`src/rtl/dragon_snoop_bus_arbiter.sv`:
```
// Round-robin snooping-bus arbiter for Dragon caches: grant, broadcast, Shared/owner/memory fill, done.
// Optional request statistics counters enabled by defining DRAGON_ARB_STATS_EN.
module dragon_snoop_bus_arbiter #(
  parameter int NUM_CACHES = 2,
  parameter int ADDR_WIDTH = 15,
  parameter int DATA_WIDTH = 32
) (
  input  logic                             clk,
  input  logic                             rst_n,
  input  logic [NUM_CACHES-1:0]            req,
  input  logic [NUM_CACHES-1:0]            req_type,
  input  logic [NUM_CACHES*ADDR_WIDTH-1:0] req_addr,
  input  logic [NUM_CACHES*DATA_WIDTH-1:0] req_data,
  output logic [NUM_CACHES-1:0]            gnt,
  output logic [NUM_CACHES-1:0]            done,
  output logic                             shared_out,
  output logic [DATA_WIDTH-1:0]            resp_data,
  output logic                             bus_valid,
  output logic                             bus_type,
  output logic [ADDR_WIDTH-1:0]            bus_addr,
  output logic [DATA_WIDTH-1:0]            bus_data,
  output logic [$clog2(NUM_CACHES)-1:0]    bus_src,
  input  logic [NUM_CACHES-1:0]            snoop_hit,
  input  logic [NUM_CACHES-1:0]            snoop_dirty,
  input  logic [NUM_CACHES*DATA_WIDTH-1:0] owner_data,
  output logic                             mem_rd_req,
  output logic [ADDR_WIDTH-1:0]            mem_addr,
  input  logic                             mem_rd_ack,
  input  logic [DATA_WIDTH-1:0]            mem_rd_data
`ifdef DRAGON_ARB_STATS_EN
  ,
  output logic [15:0]                      stat_busrd,
  output logic [15:0]                      stat_busupd,
  output logic [15:0]                      stat_memrd
`endif
);

  localparam int SRC_W = $clog2(NUM_CACHES);

  typedef enum logic [1:0] {IDLE, SNOOP, MEM, DONE} state_t;

  state_t                  state, next_state;
  logic [SRC_W-1:0]        rr_ptr;
  logic                    sel_found;
  logic [SRC_W-1:0]        sel_idx;
  logic [NUM_CACHES-1:0]   others_hit, others_dirty;
  logic                    hit, dirty;
  logic [SRC_W-1:0]        dirty_idx;

  // First requester at or after the pointer, wrapping around.
  always_comb begin
    sel_found = 1'b0;
    sel_idx   = '0;
    for (int i = 0; i < NUM_CACHES; i++) begin
      if (!sel_found && req[(int'(rr_ptr) + i) % NUM_CACHES]) begin
        sel_found = 1'b1;
        sel_idx   = SRC_W'((int'(rr_ptr) + i) % NUM_CACHES);
      end
    end
  end

  // The requester's own snoop response never counts toward Shared or ownership.
  always_comb begin
    others_hit   = snoop_hit & ~gnt;
    others_dirty = snoop_dirty & ~gnt;
    hit          = |others_hit;
    dirty        = |others_dirty;
    dirty_idx    = '0;
    for (int i = NUM_CACHES - 1; i >= 0; i--) begin
      if (others_dirty[i]) dirty_idx = SRC_W'(i);
    end
  end

  always_ff @(posedge clk or negedge rst_n) begin
    if (!rst_n) state <= IDLE;
    else        state <= next_state;
  end

  always_comb begin
    next_state = state;
    bus_valid  = 1'b0;
    done       = '0;
    mem_rd_req = 1'b0;
    mem_addr   = '0;
    case (state)
      IDLE:  if (sel_found) next_state = SNOOP;
      SNOOP: begin
        bus_valid  = 1'b1;
        next_state = (bus_type || dirty) ? DONE : MEM;
      end
      MEM: begin
        mem_rd_req = 1'b1;
        mem_addr   = bus_addr;
        if (mem_rd_ack) next_state = DONE;
      end
      DONE: begin
        done[bus_src] = 1'b1;
        next_state    = IDLE;
      end
      default: next_state = IDLE;
    endcase
  end

  always_ff @(posedge clk or negedge rst_n) begin
    if (!rst_n) begin
      gnt        <= '0;
      bus_type   <= 1'b0;
      bus_addr   <= '0;
      bus_data   <= '0;
      bus_src    <= '0;
      shared_out <= 1'b0;
      resp_data  <= '0;
      rr_ptr     <= '0;
    end else begin
      case (state)
        IDLE: begin
          if (sel_found) begin
            gnt      <= NUM_CACHES'(1) << sel_idx;
            bus_type <= req_type[sel_idx];
            bus_addr <= req_addr[sel_idx*ADDR_WIDTH +: ADDR_WIDTH];
            bus_data <= req_data[sel_idx*DATA_WIDTH +: DATA_WIDTH];
            bus_src  <= sel_idx;
          end
        end
        SNOOP: begin
          shared_out <= hit;
          if (!bus_type && dirty)
            resp_data <= owner_data[dirty_idx*DATA_WIDTH +: DATA_WIDTH];
        end
        MEM: begin
          if (mem_rd_ack) resp_data <= mem_rd_data;
        end
        DONE: begin
          gnt    <= '0;
          rr_ptr <= (bus_src == SRC_W'(NUM_CACHES - 1)) ? '0 : bus_src + 1'b1;
        end
        default: ;
      endcase
    end
  end

`ifdef DRAGON_ARB_STATS_EN
  // Saturating counters; memory reads count on entry to MEM, not on completion.
  always_ff @(posedge clk or negedge rst_n) begin
    if (!rst_n) begin
      stat_busrd  <= '0;
      stat_busupd <= '0;
      stat_memrd  <= '0;
    end else begin
      if (state == DONE) begin
        if (bus_type) begin
          if (stat_busupd != 16'hFFFF) stat_busupd <= stat_busupd + 16'd1;
        end else begin
          if (stat_busrd != 16'hFFFF) stat_busrd <= stat_busrd + 16'd1;
        end
      end
      if (state == SNOOP && next_state == MEM && stat_memrd != 16'hFFFF)
        stat_memrd <= stat_memrd + 16'd1;
    end
  end
`endif

endmodule

```
`config.mk`:
```
export PLATFORM = sky130hd
export DESIGN_NAME = dragon_snoop_bus_arbiter
export DESIGN_NICKNAME = d
export VERILOG_FILES = /design/src/rtl/dragon_snoop_bus_arbiter.sv
export SDC_FILE = /design/constraint.sdc
export NUM_CORES = 1
export LEC_CHECK = 0
export ABC_AREA = 1
export ABC_CLOCK_PERIOD_IN_PS = 2000
export BUFFER_PORTS_ARGS = -buffer_cell sky130_fd_sc_hd__buf_2
export CORE_AREA = 2 2 118 120
export CTS_BUF_LIST = sky130_fd_sc_hd__clkbuf_2
export DETAILED_ROUTE_END_ITERATION = 12
export DIE_AREA = 0 0 120 122
export GPL_TIMING_DRIVEN = 1
export PLACE_DENSITY = 0.71
export SETUP_SLACK_MARGIN = 0.5
export SYNTH_ARGS = -nofsm -noshare
export SYNTH_HDL_FRONTEND = slang
export SYNTH_SLANG_ARGS = --single-unit
```
`constraint.sdc`:
```
create_clock -name clk -period 2 [get_ports clk]
set_input_delay 0.4 -clock clk [delete_from_list [all_inputs] [get_ports clk]]
set_output_delay 0.4 -clock clk [all_outputs]
set_load 0.005 [all_outputs]
```
# Word-level counts from Yosys, hierarchy flattened
# Cells that the tools add are included.
# op_classes
bitwise,4
n_eq_ne,6
addsub,2
mul,1
magnitude_cmp,5
muxes,29
n_div,0
shift,4
n_reduce_logical,15
# op_table
operator,count
$shiftx 64x7->32,2
$mux 32,2
$pmux 32 s2,1
$shiftx 30x6->15,1
$mux 1,18
$mux 15,1
$mux 2,4
$pmux 2 s4,1
$lt 1x2->1 const B,3
$ne 2x2->1 const B,3
$reduce_and 2->1,3
$mul 1x4->5 const B,1
$and 2x2->2,2
$eq 2x2->1 const B,2
$pmux 2 s2,1
$reduce_bool 2->1,2
$reduce_or 2->1,2
$logic_and 1x1->1,3
$lt 2x3->1 const B,1
$reduce_and 3->1,1
$add 1x1->1 const B,2
$eq 2x1->1 const B,1
$logic_not 1->1,2
$logic_not 2->1,1
other kinds (6),6
# totals
output_inout_bits,103
in_bits,201
romBits,0
ramBits,0
regBits,87
memories,0
latchBits,0

# Depth between registers and ports, before layout
# Gate-level depths: netlist of the first run.
# depth
depth_word,10
mapped_depth,10
depth_no_buf,9

# Least setup slack after synthesis of the first run
# OpenSTA, ideal clock, no wires.
# synth_path
path_type,register to output
start,register state[0]
end,output mem_addr[0]
arrival_time_ns,1.238
required_ns,1.600
path_slack_ns,0.362
stages_incl_launch_ff,7
path_buffers,2
cell_sequence,dfrtp_1 -> inv_1 -> ha_1 -> buf_2 -> buf_2 -> nand2_1 -> inv_1
# synth_via
elab_chain_cells,2
# synth_lines
element,line_no,rtl
"start, declared",42,"state_t state, next_state;"
"start signal, assigned",76,else state <= next_state;
$eq 2x2->1,85,case (state)
$mux 15,85,
"end, declared",27,"output logic [ADDR_WIDTH-1:0] mem_addr,"
# No other way between the ends.

# Worst setup path after layout of the first run
# layout_path
start,register state[0]
end,output mem_addr[11]
# Same word-level chain as after synthesis.

==> reports/results.tsv, run 1 <==
metric	value	unit
CTS Buffer Depth	2	
Fmax achieved	480.4	MHz
total of warnings raised by yosys	0	
vertical die dimension	122	um
number of distinct library cells after synthesis	22	
Worst Path Arrival	1680	ps
I/O Buffers	303	
Finished Cell Area	8163	sq um
leakage power of the design	0.004695	uW
class of the most critical hold timing path	in2reg	
Floorplan Core Area	13500	sq um
TritonCTS clock tree	built	
multi-input combinational cell area	2422	sq um
synthesis-stage register bit count	87	
Tot GR Track Use	23.43	%
insertion delay of the later-clocked pin in the worst-skew pair	540	ps
cell with the largest stage delay on the worst path	dfrtp_1	
clock slew at reported path FFs	260	ps
largest net degree at the start of global routing	44	
number of CTS-inserted buffers	9	
via total after detailed routing	6030	
Layout Skew	31.17	ps
Worst slew margin	65.56	%
category of the critical setup timing path	reg2out	
final critical-path required period	2081	ps
H-tree depth reported by CTS	3	
DPL Wire Length	11500	um
highest ir drop seen on vdd	0.0005926	V
antenna cell count	0	
Synth area leaders	dfrtp_1 44%, nand2_1 24%, inv_1 6.6%	
unrepaired setup endpoints after global routing	yes	
most common cell after layout, fill and taps aside	nand2_1	
cell area after synthesis	4976	sq um
vias in the first global route	5494	
CP endpoint kind	output port	
CP max stage delay	460	ps
fin crit share	104.1	%
standard cell area after detailed placement	6719	sq um
total clock sinks	87	
Area growth, synth to finish	64.04	%
final setup violating endpoints	17	
data required time of the critical path	1600	ps
CP Cell Sequence	inv_2 -> ha_4 -> buf_12 -> buf_16 -> nand2_4 -> inv_2 -> buf_6	
Least-Margin Pin Slew	514.7	ps
worst path buffer plus inverter count	5	
Crit Path Max Fanout	5	
Synthesized Nets	935	
gpl congestion	0.8197	
Pwr Density	1440	nW/um^2
final std cells w/o fill	1282	
Final Max Tran Viols	0	
first-pass GRT wire length	27190	um
die span in x	120	um
antenna-violating nets left	0	
least setup slack across all paths after layout	-81.45	ps
antenna violations before repair	0	
biggest area consumer among synthesized cells	dfrtp_1	
sequential cell area	2180	sq um
Power Total	11750	uW
via count normalized by instance count	4.704	
Placed Cells incl. Taps	1184	
global-route congestion overflow total	0	
CTS root buffer	clkbuf_2	
die footprint	14640	sq um
register-to-register setup slack	110	ps
count of final hold-check violations	0	
post-synthesis sequential area ratio	43.75	%
# IOs	304	
aggregate routed wire length	18230	um
status	finished, violations left	
average instance area after synthesis	6.826	sq um
wire length per cell after detailed routing	14.22	um
kind of start point of the critical path	register	
count of routing violations after the opening detailed-route iteration	286	
most used cells in the layout excluding fill and tap cells	300 x nand2_1, 285 x buf_2, 85 x dfrtp_1	
post-place setup slack	231.5	ps
share of the synthesized area in the top cell type	43.75	%
failing checks	negative setup slack	
hold_ws	57.84	ps
max-capacitance violation count	0	
floorplan row count	43	
length of the first detailed-routing pass in iterations	4	
initial core utilization	36.85	%
crit-path most repeated cell	inv_2	
fin nets	1303	
post-synthesis instance total	729	
share of cells above drive strength 1	41.56	%
number of fill cells	1231	
# DRC	0	
Top Family by Delay on Critical Path	buffers and inverters	
## worst register-to-register path: stages (launching register included)
cell and delay [ps]:
dfrtp_1 460, inv_2 90, ha_4 170, buf_12 120
buf_4 100, buf_6 120, clkinv_8 60, nor2_4 120
a21oi_4 50, buf_6 130, bufbuf_16 270, nand2_1 60
nand2_1 50
## Yosys cell counts (all sizes together)
cell / n
inv: 92
a21oi: 5
clkbuf: 7
buf: 36
dfrtp: 87
nand3: 65
o22ai: 1
a31oi: 48
nor2: 56
o21ai: 6
nand2: 321
ha: 5
## logic make-up (layout without fill, tap and decap cells)
group | Yosys count | count (layout) | share of synthesized area (%)
adders and majority gates | 5 | 5 | 1.257
AOI/OAI and AO/OA | 60 | 62 | 7.720
DFF | 87 | 87 | 43.75
buffers and inverters | 135 | 506 | 11.74
and+or+nand+nor | 442 | 442 | 35.53
## through the flow
stage               util [%]  setup TNS, ps
detailed placement     49.75              0
floorplan                  -              0
CTS                    55.61          -1517
global route           60.45          -3189
finish                 60.45          -1097
global placement       49.75              0
## path summary, 6_finish.rpt
check                                   start             to  cells past startpoint
worst max-delay path                 state[0]   mem_addr[11]                      7
worst min-delay path             req_data[39]    bus_data[7]                      3
worst max register to register       state[0]   resp_data[7]                     12
worst min register to register  resp_data[31]  resp_data[31]                      2
max in group asynchronous               rst_n   bus_addr[13]                      3
min in group asynchronous               rst_n   bus_data[13]                      2
## repair_timing
item	in CTS	in global routing
hold buffers	1	16
pin swaps	3	7
cloned	12	1
buffers inserted	17	35
endpoints found under the setup margin	186	188
hold endpoints to repair	26	12
resized for setup	52	54
## flip-flops by register name (all words and copies together), names as in the netlist
register,flops
bus_addr,15
bus_data,32
bus_src,1
shared_out,1
resp_data,32
rr_ptr,1
gnt,2
bus_type,1
state,2
## report_power, final
part           internal [uW]  switching (uW)  total [uW]
sequential              2640             585        3220
combinational           3950            3640        7590
clock                    300             641         941
total                   6890            4870       11800
## layout make-up
type / instances / area share [%]
Multi-Input combinational cell: 509 / 29.68
Clock buffer: 10 / 0.6131
Sequential cell: 87 / 26.70
Inverter: 92 / 4.476
Timing Repair Buffer: 398 / 34.90
Tap cell: 180 / 2.759
Clock inverter: 6 / 0.8737
## routing by layer
| metal | up-vias | wire [um] | track usage (%) |
|---|---|---|---|
| met5 | - | 0 | 0 |
| met4 | 0 | 285 | 6.397 |
| met3 | 29 | 1375 | 5.243 |
| met2 | 258 | 9416 | 42.40 |
| met1 | 2753 | 7155 | 27.96 |
| li1 | 2990 | - | - |
No activity file was read; power rests on OpenSTA's default activity.
==> run 2: changes to the inputs <==
Settings changed: TNS_END_PERCENT from default to 1.
==> run 2 against run 1 <==
  * The run still ends with negative setup slack left
  * Non-clock buffer count shrank 53
  * Clock skew grew 2.6 ps
  * Clock power decreased by 2%
  * Routed wire length is 11% lower
  * Sequential power about the same
  * Worst setup slack gained 21 ps
  * Flip-flop and latch count unchanged
  * Combinational power down 26%
  * Count of clock-buffer cells in the layout is the same
  * Register-to-register slack about the same
  * Sequential share of layout area is 3.1 points higher
==> reports/results.tsv, run 2 (synthesis results as in run 1) <==
metric	value	unit	change
status	finished, violations left		
failing checks	negative setup slack		
count of final hold-check violations	0		unchanged
cell count of the worst reg-to-reg path	8		-4
unrepaired setup endpoints after global routing	yes		
Worst slew margin	46.74	%	-19 points
kind of start point of the critical path	register		
data required time of the critical path	1600	ps	about the same
H-tree depth reported by CTS	3		unchanged
gpl congestion	0.8197		unchanged
global-route congestion overflow total	0		unchanged
share of cells above drive strength 1	36.96	%	-4.6 points
fin crit share	103.0	%	-1.1 points
number of fill cells	1343		+9.1%
aggregate routed wire length	16170	um	-11%
least setup slack across all paths after layout	-60.24	ps	+21.20 ps
initial core utilization	36.85	%	unchanged
highest ir drop seen on vdd	0.0006044	V	+2.0%
beginning of the worst hold path	req_data[39]		
Tot GR Track Use	21.46	%	-2.0 points
via total after detailed routing	5682		-5.8%
category of the critical setup timing path	reg2out		
wire length per cell after detailed routing	13.18	um	-7.4%
antenna violations before repair	0		unchanged
Crit Path Max Fanout	6		+1
max-capacitance violation count	0		unchanged
length of the first detailed-routing pass in iterations	4		unchanged
highest metal layer with signal wires	met4		
number of CTS-inserted buffers	9		unchanged
FF-to-FF End	resp_data[25]		
Worst Path Arrival	1660	ps	-20 ps
cell with the largest stage delay on the worst path	dfrtp_1		
insertion delay of the later-clocked pin in the worst-skew pair	530	ps	about the same
TritonCTS clock tree	built		
total clock sinks	87		unchanged
antenna cell count	0		unchanged
hold_ws	64.21	ps	+6.370 ps
register-to-register setup slack	120	ps	about the same
die footprint	14640	sq um	unchanged
most common cell after layout, fill and taps aside	nand2_1		
Final Max Tran Viols	0		unchanged
R2R Path Start	state[0]		
Detail Route met2 WL	8175	um	-13%
Fmax achieved	485.4	MHz	+1.0%
# IOs	304		unchanged
M1 WL	6364	um	-11%
Worst Hold Path Cells	3		unchanged
CTS Buffer Depth	2		unchanged
final setup violating endpoints	15		-2
largest net degree at the start of global routing	44		unchanged
vias in the first global route	5196		-5.4%
largest registers	bus_data: 32 flops, resp_data: 32 flops, bus_addr: 15 flops		
class of the most critical hold timing path	in2reg		
Floorplan Core Area	13500	sq um	unchanged
Pwr Density	1333	nW/um^2	-7.4%
count of routing violations after the opening detailed-route iteration	249		-13%
die span in x	120	um	unchanged
leakage power of the design	0.004280	uW	-8.9%
Layout Skew	33.75	ps	+2.576 ps
first-pass GRT wire length	25200	um	-7.3%
via count normalized by instance count	4.631		-1.5%
most used cells in the layout excluding fill and tap cells	306 x nand2_1, 290 x buf_2, 87 x dfrtp_1		
DR WL met3	1399	um	+1.7%
Top Family by Delay on Critical Path	buffers and inverters		
# DRC	0		unchanged
CP Cell Sequence	inv_2 -> ha_4 -> buf_12 -> buf_12 -> nand2_2 -> inv_2 -> buf_6		
final critical-path required period	2060	ps	-21.20 ps
fin nets	1248		-4.2%
Worst Hold Endpoint	bus_data[7]		
worst path buffer plus inverter count	5		unchanged
I/O Buffers	303		unchanged
antenna-violating nets left	0		unchanged
CP max stage delay	450	ps	about the same
Area growth, synth to finish	47.02	%	
Least-Margin Pin Slew	795.9	ps	+281.2 ps
CTS root buffer	clkbuf_2		
vertical die dimension	122	um	unchanged
post-place setup slack	231.5	ps	unchanged
floorplan row count	43		unchanged
DPL Wire Length	11500	um	unchanged
CP endpoint kind	output port		
clock slew at reported path FFs	260	ps	about the same
## run 2: cell types whose count changed in the layout (fill, tap and decap cells not counted), sizes merged
| cell | delta |
|---|---|
| buf | -48 |
| bufbuf | -4 |
| clkbuf | -1 |
| clkinv | -1 |
| inv | +1 |
| o21ai | -2 |
## run 2: timing repair
| item | CTS | global route |
|---|---|---|
| setup endpoints to repair | 186 | 188 |
| gates resized for setup | 21 | 26 |
| hold buffers | 1 | 16 |
| endpoints found under the hold margin | 26 | 12 |
| setup buffers | 7 | 0 |
| pin swaps | 66 | 32 |
| cloned | 3 | 0 |
## run 2: power by group
group	internal (uW)	switching [uW]
Clock	300	622
Combinational	2600	3020
Sequential	2640	574
Total	5540	4220
## run 2: final cells by class
cell class	count	area, sq um	area share (%)
multi-input cells	507	2283	31.21
flip-flops and latches	87	2177	29.76
repair buffers	345	2158	29.50
inverters	92	350.3	4.789
well taps	180	225.2	3.079
clock inverters	6	71.32	0.9749
clock buffers	10	50.05	0.6841
## run 2: worst max path at each step
| stage | from | endpoint | slack (ps) | depth (start not counted) |
|---|---|---|---|---|
| finish | state[0] | mem_addr[7] | -60 | 7 |
| global route | state[0] | mem_addr[2] | -180 | 7 |
| CTS | state[1] | mem_addr[7] | -110 | 6 |
| detailed placement | state[0] | resp_data[31] | 230 | 6 |
| global placement | state[0] | resp_data[30] | 300 | 6 |
| floorplan | state[0] | bus_addr[12] | 490 | 7 |
## run 2: layer usage
metal	global-route usage [%]	up-vias
met5	0	-
met4	5.515	0
met3	5.009	19
met2	38.00	241
met1	26.31	2548
li1	-	2874
## run 2: worst reg2reg max path, stage by stage, from the launching register on
cell     delay, ps
dfrtp_1        450
inv_2           90
ha_4           160
buf_12         120
buf_4          120
inv_4           40
o21ai_4        610
nand2_1        140
nand2_1         80
## run 2: stage by stage
stage	power (uW)	utilization, %	instance area (sq um)	std cells	setup TNS, ps
global placement	8081	49.75	6719	1184	0
CTS	9633	52.40	7077	1211	-1512
detailed placement	8177	49.75	6719	1184	0
finish	9754	54.17	7316	1227	-695.5
floorplan	6198	-	4996	729	0
global route	10690	54.17	7316	1227	-2917
==> run 3: changes to the inputs <==
Settings changed: PLACE_DENSITY 0.71 to default, PLACE_DENSITY_LB_ADDON from default to 0.3, SETUP_SLACK_MARGIN 0.5 to default.
==> run 3 against run 2 <==
  * The run still ends with negative setup slack left
  * Final cell count grew 5.0%
  * Combinational power shrank 3%
  * Worst setup slack lost 43 ps
  * Sequential power is essentially flat
  * Non-clock buffer count grew 59
  * Count of clock-buffer cells in the layout shrank 1
  * First-iteration DRC count grew 43%
  * Cell area grew 5.9%
  * Clock skew grew 1.9 ps
  * Critical endpoint is now mem_addr[2]
==> reports/results.tsv, run 3 (synthesis results as in run 1) <==
metric	value	unit	change
status	finished, violations left		
failing checks	negative setup slack		
final standard cell utilization of the core	57.36	%	+3.2 points
via total after detailed routing	6130		+7.9%
# IOs	304		unchanged
TritonCTS clock tree	built		
unrepaired setup endpoints after global routing	yes		
fin crit share	105.1	%	+2.1 points
count of routing violations after the opening detailed-route iteration	355		+43%
vias in the first global route	5809		+12%
aggregate routed wire length	18290	um	+13%
worst path buffer plus inverter count	4		-1
Layout Skew	35.61	ps	+1.862 ps
clock slew at reported path FFs	260	ps	about the same
highest ir drop seen on vdd	0.0006498	V	+7.5%
insertion delay of the later-clocked pin in the worst-skew pair	570	ps	+40 ps
count of final hold-check violations	0		unchanged
CP max stage delay	450	ps	about the same
via count normalized by instance count	4.759		+2.8%
vertical die dimension	122	um	unchanged
Fmax achieved	475.5	MHz	-2.0%
CP Cell Sequence	inv_2 -> ha_4 -> buf_12 -> nand2_2 -> inv_2 -> buf_2		
combinational share of power	57.5	%	about the same
met2 global-route usage	39.91	%	+1.9 points
H-tree depth reported by CTS	3		unchanged
final setup violating endpoints	17		+2
total clock sinks	87		unchanged
Top Family by Delay on Critical Path	flip-flops		
least setup slack across all paths after layout	-103.0	ps	-42.71 ps
hold_ws	72.69	ps	+8.483 ps
CP endpoint kind	output port		
Placed Cells incl. Taps	1182		-0.17%
Switching Power	4290	uW	+1.7%
CTS Buffer Depth	2		unchanged
CTS root buffer	clkbuf_2		
first-pass GRT wire length	27640	um	+9.7%
category of the critical setup timing path	reg2out		
Least-Margin Pin Slew	794.3	ps	-1.604 ps
Pwr Density	1225	nW/um^2	-8.1%
antenna violations before repair	2		+2
most used cells in the layout excluding fill and tap cells	303 x nand2_1, 292 x buf_2, 87 x dfrtp_1		
post-place setup slack	110.1	ps	-121.4 ps
final critical-path required period	2103	ps	+42.71 ps
GR Layer Usage met3	5.197	%	+0.19 points
Worst slew margin	46.85	%	+0.11 points
Int Pwr	5199	uW	-6.1%
Tot GR Track Use	23.52	%	+2.1 points
class of the most critical hold timing path	in2reg		
antenna-violating nets left	0		unchanged
Sw Share	45.21	%	+2.0 points
length of the first detailed-routing pass in iterations	5		+1
data required time of the critical path	1600	ps	about the same
max-capacitance violation count	0		unchanged
share of cells above drive strength 1	34.48	%	-2.5 points
die footprint	14640	sq um	unchanged
wire length per cell after detailed routing	14.20	um	+7.8%
final std cells w/o fill	1288		+5.0%
Area growth, synth to finish	55.67	%	
Worst Path Arrival	1700	ps	+40 ps
fin nets	1307		+4.7%
kind of start point of the critical path	register		
Flop pwr share	34.1	%	+1.2 points
I/O Buffers	303		unchanged
clock network fraction of design power	8.4	%	-1.0 points
global routing's busiest layer	met2		
Power Total	9489	uW	-2.7%
largest net degree at the start of global routing	88		+100%
die span in x	120	um	unchanged
DPL Wire Length	11770	um	+2.3%
# DRC	0		unchanged
cell with the largest stage delay on the worst path	dfrtp_1		
Crit Path Max Fanout	5		-1
largest registers	bus_data: 32 flops, resp_data: 32 flops, bus_addr: 15 flops		
crit-path most repeated cell	inv_2		
most common cell after layout, fill and taps aside	nand2_1		
number of CTS-inserted buffers	9		unchanged
Final Max Tran Viols	0		unchanged
gpl congestion	0.8100		-1.2%
global-route congestion overflow total	0		unchanged
initial core utilization	36.85	%	unchanged
M1 GR Usage	28.45	%	+2.1 points
Floorplan Core Area	13500	sq um	unchanged
floorplan row count	43		unchanged
leakage power of the design	0.004453	uW	+4.1%
[run 3: path summary, 6_finish.rpt]
kind	start	endpoint	slack, ps	cells after the start
max	state[0]	mem_addr[2]	-100	6
min	req_data[41]	bus_data[9]	70	3
max reg2reg	state[0]	resp_data[29]	90	7
min reg2reg	resp_data[3]	resp_data[3]	510	2
max in group asynchronous	rst_n	resp_data[30]	1210	3
min in group asynchronous	rst_n	resp_data[24]	340	3
[run 3: final cells by class]
cell class | count | area, sq um
diodes | 3 | 7.507
clock buffers | 9 | 45.04
clock inverters | 6 | 38.79
fillers | 1254 | 5758
inverters | 92 | 345.3
multi-input cells | 507 | 2267
flip-flops and latches | 87 | 2177
well taps | 180 | 225.2
repair buffers | 404 | 2640
[run 3: repair_timing]
item | 4_1_cts | 5_1_grt
setup endpoints to repair | 18 | 22
gates cloned | 0 | 2
hold buffers | 81 | 0
hold endpoints to repair | 131 | 0
resized for setup | 7 | 36
setup buffers | 1 | 4
pin swaps | 0 | 12
[run 3: per-layer routing]
metal / part of all wire [%] / vias up / wire length, um
met5: 0 / - / 0
met4: 3.1 / 0 / 570
met3: 7.1 / 51 / 1290
met2: 50 / 261 / 9127
met1: 40 / 2832 / 7300
li1: - / 2986 / -
[run 3: worst reg2reg max path, stage by stage, from the launching register on]
cell	delay [ps]
dfrtp_1	450
inv_2	100
ha_4	200
buf_4	140
inv_2	100
o21ai_4	640
nand2_1	140
nand2_1	90
[run 3: per-stage QoR]
| stage | TNS, ps | area, sq um |
|---|---|---|
| after floorplan | 0 | 4976 |
| final | -934.8 | 7746 |
| after global placement | 0 | 6631 |
| after detailed placement | 0 | 6631 |
| after global routing | -5307 | 7744 |
| after CTS | -1962 | 7559 |
[run 3: power by group through the flow]
stage	logic [uW]	registers (uW)	clock network (uW)
after floorplan	2930	3230	0
after global placement	4770	3210	0
after detailed placement	4870	3210	0
after CTS	5070	3180	829
after global routing	6140	3330	882
final	5460	3240	796
